--- config.mk ---
export PLATFORM = sky130hd
export DESIGN_NAME = ps2_host_tx
export DESIGN_NICKNAME = d
export VERILOG_FILES = /design/src/rtl/ps2_pkg.sv /design/src/rtl/ps2_sync.sv /design/src/rtl/ps2_host_tx.sv
export SDC_FILE = /design/constraint.sdc
export NUM_CORES = 1
export LEC_CHECK = 0
export CORE_MARGIN = 5
export CORE_UTILIZATION = 30
export DETAILED_ROUTE_END_ITERATION = 8
export DONT_BUFFER_PORTS = 1
export HOLD_SLACK_MARGIN = 0.12
export PLACE_DENSITY_LB_ADDON = 0.05
export SLEW_MARGIN = 25
export SYNTH_ARGS = -nofsm -noshare
export SYNTH_HDL_FRONTEND = slang
export SYNTH_HIERARCHICAL = 1
export SYNTH_SLANG_ARGS = --single-unit
--- constraint.sdc ---
create_clock -name clk -period 2.89 [get_ports clk]
set_input_delay 0.578 -clock clk [delete_from_list [all_inputs] [get_ports clk]]
set_output_delay 0.578 -clock clk [all_outputs]
set_load 0.01 [all_outputs]
--- src/rtl/ps2_pkg.sv ---
// rtl/ps2_pkg.sv - PS/2 state type, default timing constants and parity helper
package ps2_pkg;

  // Default timing at 50 MHz: 100 us clock inhibit, 2 ms inter-edge timeout
  localparam int INHIBIT_CYCLES_DEF = 5000;
  localparam int TIMEOUT_CYCLES_DEF = 100000;

  // Wide enough for start + 8 data + parity + stop + ack bit positions
  localparam int BIT_CNT_W = 4;

  typedef enum logic [2:0] {
    IDLE,
    INHIBIT,
    START,
    DATA,
    PARITY,
    STOP,
    ACK,
    WAIT_IDLE
  } ps2_state_t;

  // PS/2 frames use odd parity over the eight data bits
  function automatic logic odd_parity(input logic [7:0] d);
    return ~^d;
  endfunction

endpackage

--- src/rtl/ps2_sync.sv ---
// rtl/ps2_sync.sv - two-flop synchronizer with falling-edge flag for one PS/2 line
module ps2_sync (
  input  logic clk,
  input  logic reset,
  input  logic async_in,
  output logic sync_out,
  output logic fall
);

  logic meta_q;
  logic sync_q;
  logic prev_q;

  // Synchronizer chain plus history flop; idle PS/2 lines float high so reset to 1
  always_ff @(posedge clk) begin
    if (reset) begin
      meta_q <= 1'b1;
      sync_q <= 1'b1;
      prev_q <= 1'b1;
    end else begin
      meta_q <= async_in;
      sync_q <= meta_q;
      prev_q <= sync_q;
    end
  end

  assign sync_out = sync_q;
  // High for exactly one cycle after the synchronized line goes 1 -> 0
  assign fall     = prev_q & ~sync_q;

endmodule

--- src/rtl/ps2_host_tx.sv ---
// rtl/ps2_host_tx.sv - PS/2 host-to-device command transmitter
module ps2_host_tx
  import ps2_pkg::*;
#(
  parameter int INHIBIT_CYCLES = INHIBIT_CYCLES_DEF,
  parameter int TIMEOUT_CYCLES = TIMEOUT_CYCLES_DEF
) (
  input  logic       clk,
  input  logic       reset,
  input  logic       tx_start,
  input  logic [7:0] tx_data,
  input  logic       ps2_clk_in,
  input  logic       ps2_data_in,
  output logic       ps2_clk_oe,
  output logic       ps2_data_oe,
  output logic       busy,
  output logic       done,
  output logic       ack_err
);

  localparam int INH_W = (INHIBIT_CYCLES > 1) ? $clog2(INHIBIT_CYCLES) : 1;
  localparam int TMO_W = (TIMEOUT_CYCLES > 1) ? $clog2(TIMEOUT_CYCLES) : 1;
  localparam logic [INH_W-1:0] INH_LAST = INH_W'(INHIBIT_CYCLES - 1);
  localparam logic [TMO_W-1:0] TMO_LAST = TMO_W'(TIMEOUT_CYCLES - 1);

  logic clk_sync;
  logic clk_fall;
  logic data_sync;
  logic data_fall;
  logic unused_data_fall;

  ps2_state_t           state_q,   state_d;
  logic [INH_W-1:0]     inh_cnt_q, inh_cnt_d;
  logic [TMO_W-1:0]     tmo_cnt_q, tmo_cnt_d;
  logic [BIT_CNT_W-1:0] bit_cnt_q, bit_cnt_d;
  logic [7:0]           shift_q,   shift_d;
  logic                 parity_q,  parity_d;
  logic                 ack_bit_q, ack_bit_d;
  logic                 clk_oe_q,  clk_oe_d;
  logic                 data_oe_q, data_oe_d;
  logic                 done_q,    done_d;
  logic                 ack_err_q, ack_err_d;
  logic                 timed;

  ps2_sync u_clk_sync (
    .clk      (clk),
    .reset    (reset),
    .async_in (ps2_clk_in),
    .sync_out (clk_sync),
    .fall     (clk_fall)
  );

  ps2_sync u_data_sync (
    .clk      (clk),
    .reset    (reset),
    .async_in (ps2_data_in),
    .sync_out (data_sync),
    .fall     (data_fall)
  );

  // Only the device clock edges pace the transmitter
  assign unused_data_fall = data_fall;

  // Next-state, counter and line-drive decisions; all outputs are registered below
  always_comb begin
    state_d   = state_q;
    inh_cnt_d = inh_cnt_q;
    tmo_cnt_d = tmo_cnt_q;
    bit_cnt_d = bit_cnt_q;
    shift_d   = shift_q;
    parity_d  = parity_q;
    ack_bit_d = ack_bit_q;
    clk_oe_d  = clk_oe_q;
    data_oe_d = data_oe_q;
    done_d    = 1'b0;
    ack_err_d = 1'b0;

    // Watchdog runs only while the device owns the clock; INHIBIT holds it at 0,
    // so it starts cleared on entry to START
    timed = (state_q != IDLE) && (state_q != INHIBIT);
    if (timed) begin
      tmo_cnt_d = clk_fall ? '0 : tmo_cnt_q + TMO_W'(1);
    end else begin
      tmo_cnt_d = '0;
    end

    case (state_q)
      IDLE: begin
        clk_oe_d  = 1'b0;
        data_oe_d = 1'b0;
        inh_cnt_d = '0;
        bit_cnt_d = '0;
        // The cycle carrying done is already IDLE; a request there is dropped
        if (tx_start && !done_q) begin
          shift_d  = tx_data;
          parity_d = odd_parity(tx_data);
          clk_oe_d = 1'b1;
          state_d  = INHIBIT;
        end
      end
      INHIBIT: begin
        if (inh_cnt_q == INH_LAST) begin
          inh_cnt_d = '0;
          clk_oe_d  = 1'b0;
          data_oe_d = 1'b1;
          state_d   = START;
        end else begin
          inh_cnt_d = inh_cnt_q + INH_W'(1);
        end
      end
      START: begin
        // Device has clocked the start bit; put bit 0 on the line
        if (clk_fall) begin
          data_oe_d = ~shift_q[0];
          shift_d   = {1'b0, shift_q[7:1]};
          bit_cnt_d = BIT_CNT_W'(1);
          state_d   = DATA;
        end
      end
      DATA: begin
        if (clk_fall) begin
          data_oe_d = ~shift_q[0];
          shift_d   = {1'b0, shift_q[7:1]};
          bit_cnt_d = bit_cnt_q + BIT_CNT_W'(1);
          if (bit_cnt_q == BIT_CNT_W'(7)) begin
            state_d = PARITY;
          end
        end
      end
      PARITY: begin
        if (clk_fall) begin
          data_oe_d = ~parity_q;
          state_d   = STOP;
        end
      end
      STOP: begin
        if (clk_fall) begin
          data_oe_d = 1'b0;
          state_d   = ACK;
        end
      end
      ACK: begin
        if (clk_fall) begin
          ack_bit_d = data_sync;
          state_d   = WAIT_IDLE;
        end
      end
      WAIT_IDLE: begin
        if (clk_sync && data_sync) begin
          done_d    = 1'b1;
          ack_err_d = ack_bit_q;
          state_d   = IDLE;
        end
      end
      default: begin
        clk_oe_d  = 1'b0;
        data_oe_d = 1'b0;
        state_d   = IDLE;
      end
    endcase

    // A stalled device aborts the transfer and frees both lines
    if (timed && !clk_fall && (tmo_cnt_q == TMO_LAST)) begin
      clk_oe_d  = 1'b0;
      data_oe_d = 1'b0;
      done_d    = 1'b1;
      ack_err_d = 1'b1;
      tmo_cnt_d = '0;
      state_d   = IDLE;
    end
  end

  // State, datapath and registered line drivers
  always_ff @(posedge clk) begin
    if (reset) begin
      state_q   <= IDLE;
      inh_cnt_q <= '0;
      tmo_cnt_q <= '0;
      bit_cnt_q <= '0;
      shift_q   <= '0;
      parity_q  <= 1'b0;
      ack_bit_q <= 1'b0;
      clk_oe_q  <= 1'b0;
      data_oe_q <= 1'b0;
      done_q    <= 1'b0;
      ack_err_q <= 1'b0;
    end else begin
      state_q   <= state_d;
      inh_cnt_q <= inh_cnt_d;
      tmo_cnt_q <= tmo_cnt_d;
      bit_cnt_q <= bit_cnt_d;
      shift_q   <= shift_d;
      parity_q  <= parity_d;
      ack_bit_q <= ack_bit_d;
      clk_oe_q  <= clk_oe_d;
      data_oe_q <= data_oe_d;
      done_q    <= done_d;
      ack_err_q <= ack_err_d;
    end
  end

  assign ps2_clk_oe  = clk_oe_q;
  assign ps2_data_oe = data_oe_q;
  assign busy        = (state_q != IDLE);
  assign done        = done_q;
  assign ack_err     = ack_err_q;

endmodule

==> impl_metrics.py <==
metrics = {
    "critical_path": {
        "timing.critical_path.slowest_cell_delay_ps": 680,
        "critPathArrivalTime_ps": 2330,
        "critPathLaunchType": "flop",
        "worstPathRequired_ps": 3120,
        "worstSetupEndpointType": "flop",
        "timing.critical_path.fanout_max": 13,
        "worst-path-buf-inv": 0,
        "worstRegToRegCells": 4,
        "worst-setup-path-type": "reg -> reg",
        "critical_path_depth": 4,
        "rrSetupSlack_ps": 790,
        "crit_path_cell_trace": "nor2_1 -> and3_1 -> a41oi_1 -> a311oi_1",
        "worst_path_dominant_cell_family": "simple AND/OR/NAND/NOR gates",
        "slowest_stage": "nor2_1",
    },
    "power_and_ir_drop": {
        "areal_power_density_over_the_cells_nw_per_um2": 740,
        "maximum_resistive_drop_on_vdd_mv": 0.256,
        "power_leakage_nw": 0.952,
    },
    "place": {
        "numPortBuffers": 0,
        "dp.cells": 406,
        "postPlaceCellArea_sq_um": 2750,
        "gp_congestion": 0.740,
        "dp_hpwl_microns": 4070,
    },
    "sta": {
        "final_period_minus_worst_setup_slack_ps": 2100,
        "max_clock_freq_ghz": 0.477,
        "skew_ps": 9.67,
        "grt_setup_unrepaired": "false",
        "transition_time_of_the_tightest_slew_check_pin_ps": 807,
        "totalNegativeSetupSlack_ps": 0,
        "max_slew_violation_count": 0,
        "finalCritPeriodShare_pct": 72.6,
        "hold_vio_cnt_final": 0,
        "maxSlewHeadroom_pct": 46.0,
        "final-setup-viol-count": 0,
    },
    "synth": {
        "synth_fp_nets": 326,
        "mappedNetlistArea_sq_um": 2710,
        "postSynthCellCount": 310,
        "yosysWarnings": 6,
        "synth.avg_cell_area_sq_um": 8.73,
    },
    "detailed_routing": {
        "dr_total_vias": 2069,
        "drt-initial-drc-count": 94,
        "drc_errors": 0,
        "router_iterations_before_antenna_repair": 4,
        "routedWlPerCell_microns": 14.0,
        "routed-wl-met3_microns": 199,
        "ratio_of_routed_vias_to_standard_cells": 5.00,
        "wl_met1_microns": 3010,
        "wl_microns": 5820,
        "met2RoutedLength_microns": 2550,
        "maxUsedRoutingLayer": "met4",
        "antenna_violation_net_count_after_detailed_routing": 0,
    },
    "flow_run": {
        "maxCapViolCount": 0,
    },
    "floorplan": {
        "die_width_microns": 105,
        "design.portCount": 18,
        "core_sq_um": 8760,
        "rows": 34,
        "initial_utilization_pct": 30.9,
        "design.die.area_sq_um": 11000,
        "die_h_microns": 105,
    },
    "clocking": {
        "clock-sinks": 56,
        "cts_inserted_buffers": 5,
        "worstSkewPairLatency_ps": 310,
        "clock_buffer_depth": 2,
        "cts_setup_buffers": 0,
        "root_buffer_selected_by_cts": "clkbuf_8",
        "worst_setup_hold_path_clk_slew_ps": 110,
        "post_cts_hold_buffer_count": 0,
        "cts_tree": "yes",
        "htree_num_levels": 2,
        "cts_resized": 0,
    },
    "cells_and_area": {
        "final_layout_size_suffix_gt1_share_pct": 5.88,
        "final-instance-count-excl-fill": 414,
        "post-route-util_pct": 32.7,
        "fillers": 979,
        "area_growth_pct": 6.01,
        "postLayoutCellArea_sq_um": 2870,
        "finish.net_count": 321,
        "footprint_of_the_flip_flops_and_latches_sq_um": 1120,
        "n_antenna_cell": 0,
        "multi_input_comb_area_sq_um": 1450,
    },
    "grt": {
        "globalRouteTotalUtil_pct": 10.7,
        "wire_length_of_the_first_global_routing_pass_microns": 9970,
        "grt_start_max_net_pins": 33,
        "grt_ovf": 0,
        "grt_pass1_vias": 2095,
        "antenna_found_initial": 0,
    },
    "run_status": {
        "run_status": "finished clean",
    },
    "min_path": {
        "worstHoldPathType": "in -> reg",
        "hold_path_cell_cnt": 1,
    },
}
## placed cells by master, fill, tap and decap left out, types with 3 or more instances in the layout
master     n
mux2i_1   10
o21ai_0    7
nand4_1    8
nor2_1    44
xnor2_1   16
and4_1     3
a21oi_1   13
xor2_1    12
nand2_1   22
a31oi_1    4
a211oi_1  10
nand2b_1   5
dfxtp_1   56
or2_1      5
clkbuf_8   5
nand3_1   23
nor4_1     3
inv_1      9
a311oi_1   4
nor3_1     3
ha_1       3
nor2b_1    4
## path summary, 6_finish.rpt
| kind | start | to |
|---|---|---|
| worst min-delay path | reset | ack_bit_q |
| worst min register to register | u_data_sync/meta_q | u_data_sync/sync_out |
| worst max register to register | state_q[2] | inh_cnt_q[3] |
| worst max-delay path | state_q[2] | inh_cnt_q[3] |
## worst reg2reg max path: cells and delay by family, from the launching register on
kind,cells,cell delay (ps)
compound gates,2,410
flops,1,470
simple gates,2,1130
## report_power, final
part | leakage (nW) | switching, W | internal (W)
clock network | 0.0583 | 0.000269 | 0.000262
registers | 0.455 | 0.000101 | 0.000854
logic | 0.439 | 0.000391 | 0.000245
total | 0.952 | 0.000761 | 0.00136
## cell type report
| type | instances | area share (%) |
|---|---|---|
| Clock buffer | 5 | 2.40 |
| Multi-Input combinational cell | 231 | 50.5 |
| Inverter | 9 | 1.18 |
| Clock inverter | 3 | 1.66 |
| Tap cell | 108 | 4.71 |
| Timing Repair Buffer | 2 | 0.523 |
| Sequential cell | 56 | 39.1 |
## per-layer routing
layer | track usage, % | vias up
li1 | - | 1079
met1 | 14.7 | 958
met2 | 16.7 | 26
met3 | 2.71 | 6
met4 | 2.74 | 0
met5 | 0 | -
## sequential cells by signal, indices dropped and copies added, names as in the netlist
signal                cells
ack_err                   1
u_clk_sync/prev_q         1
u_clk_sync/meta_q         1
ps2_data_oe               1
u_data_sync/meta_q        1
done                      1
ps2_clk_oe                1
ack_bit_q                 1
shift_q                   8
parity_q                  1
bit_cnt_q                 4
state_q                   3
u_data_sync/sync_out      1
inh_cnt_q                13
tmo_cnt_q                17
u_clk_sync/sync_out       1
## stage by stage
step                hold WS, ps  power [W]  setup WS (ps)
finish                      332    0.00212            792
global placement            390    0.00162            849
detailed placement          396    0.00162            784
CTS                         313    0.00217            760
floorplan                   385    0.00154           1220
global route                307    0.00228            544
No activity file was read; power rests on OpenSTA's default activity.
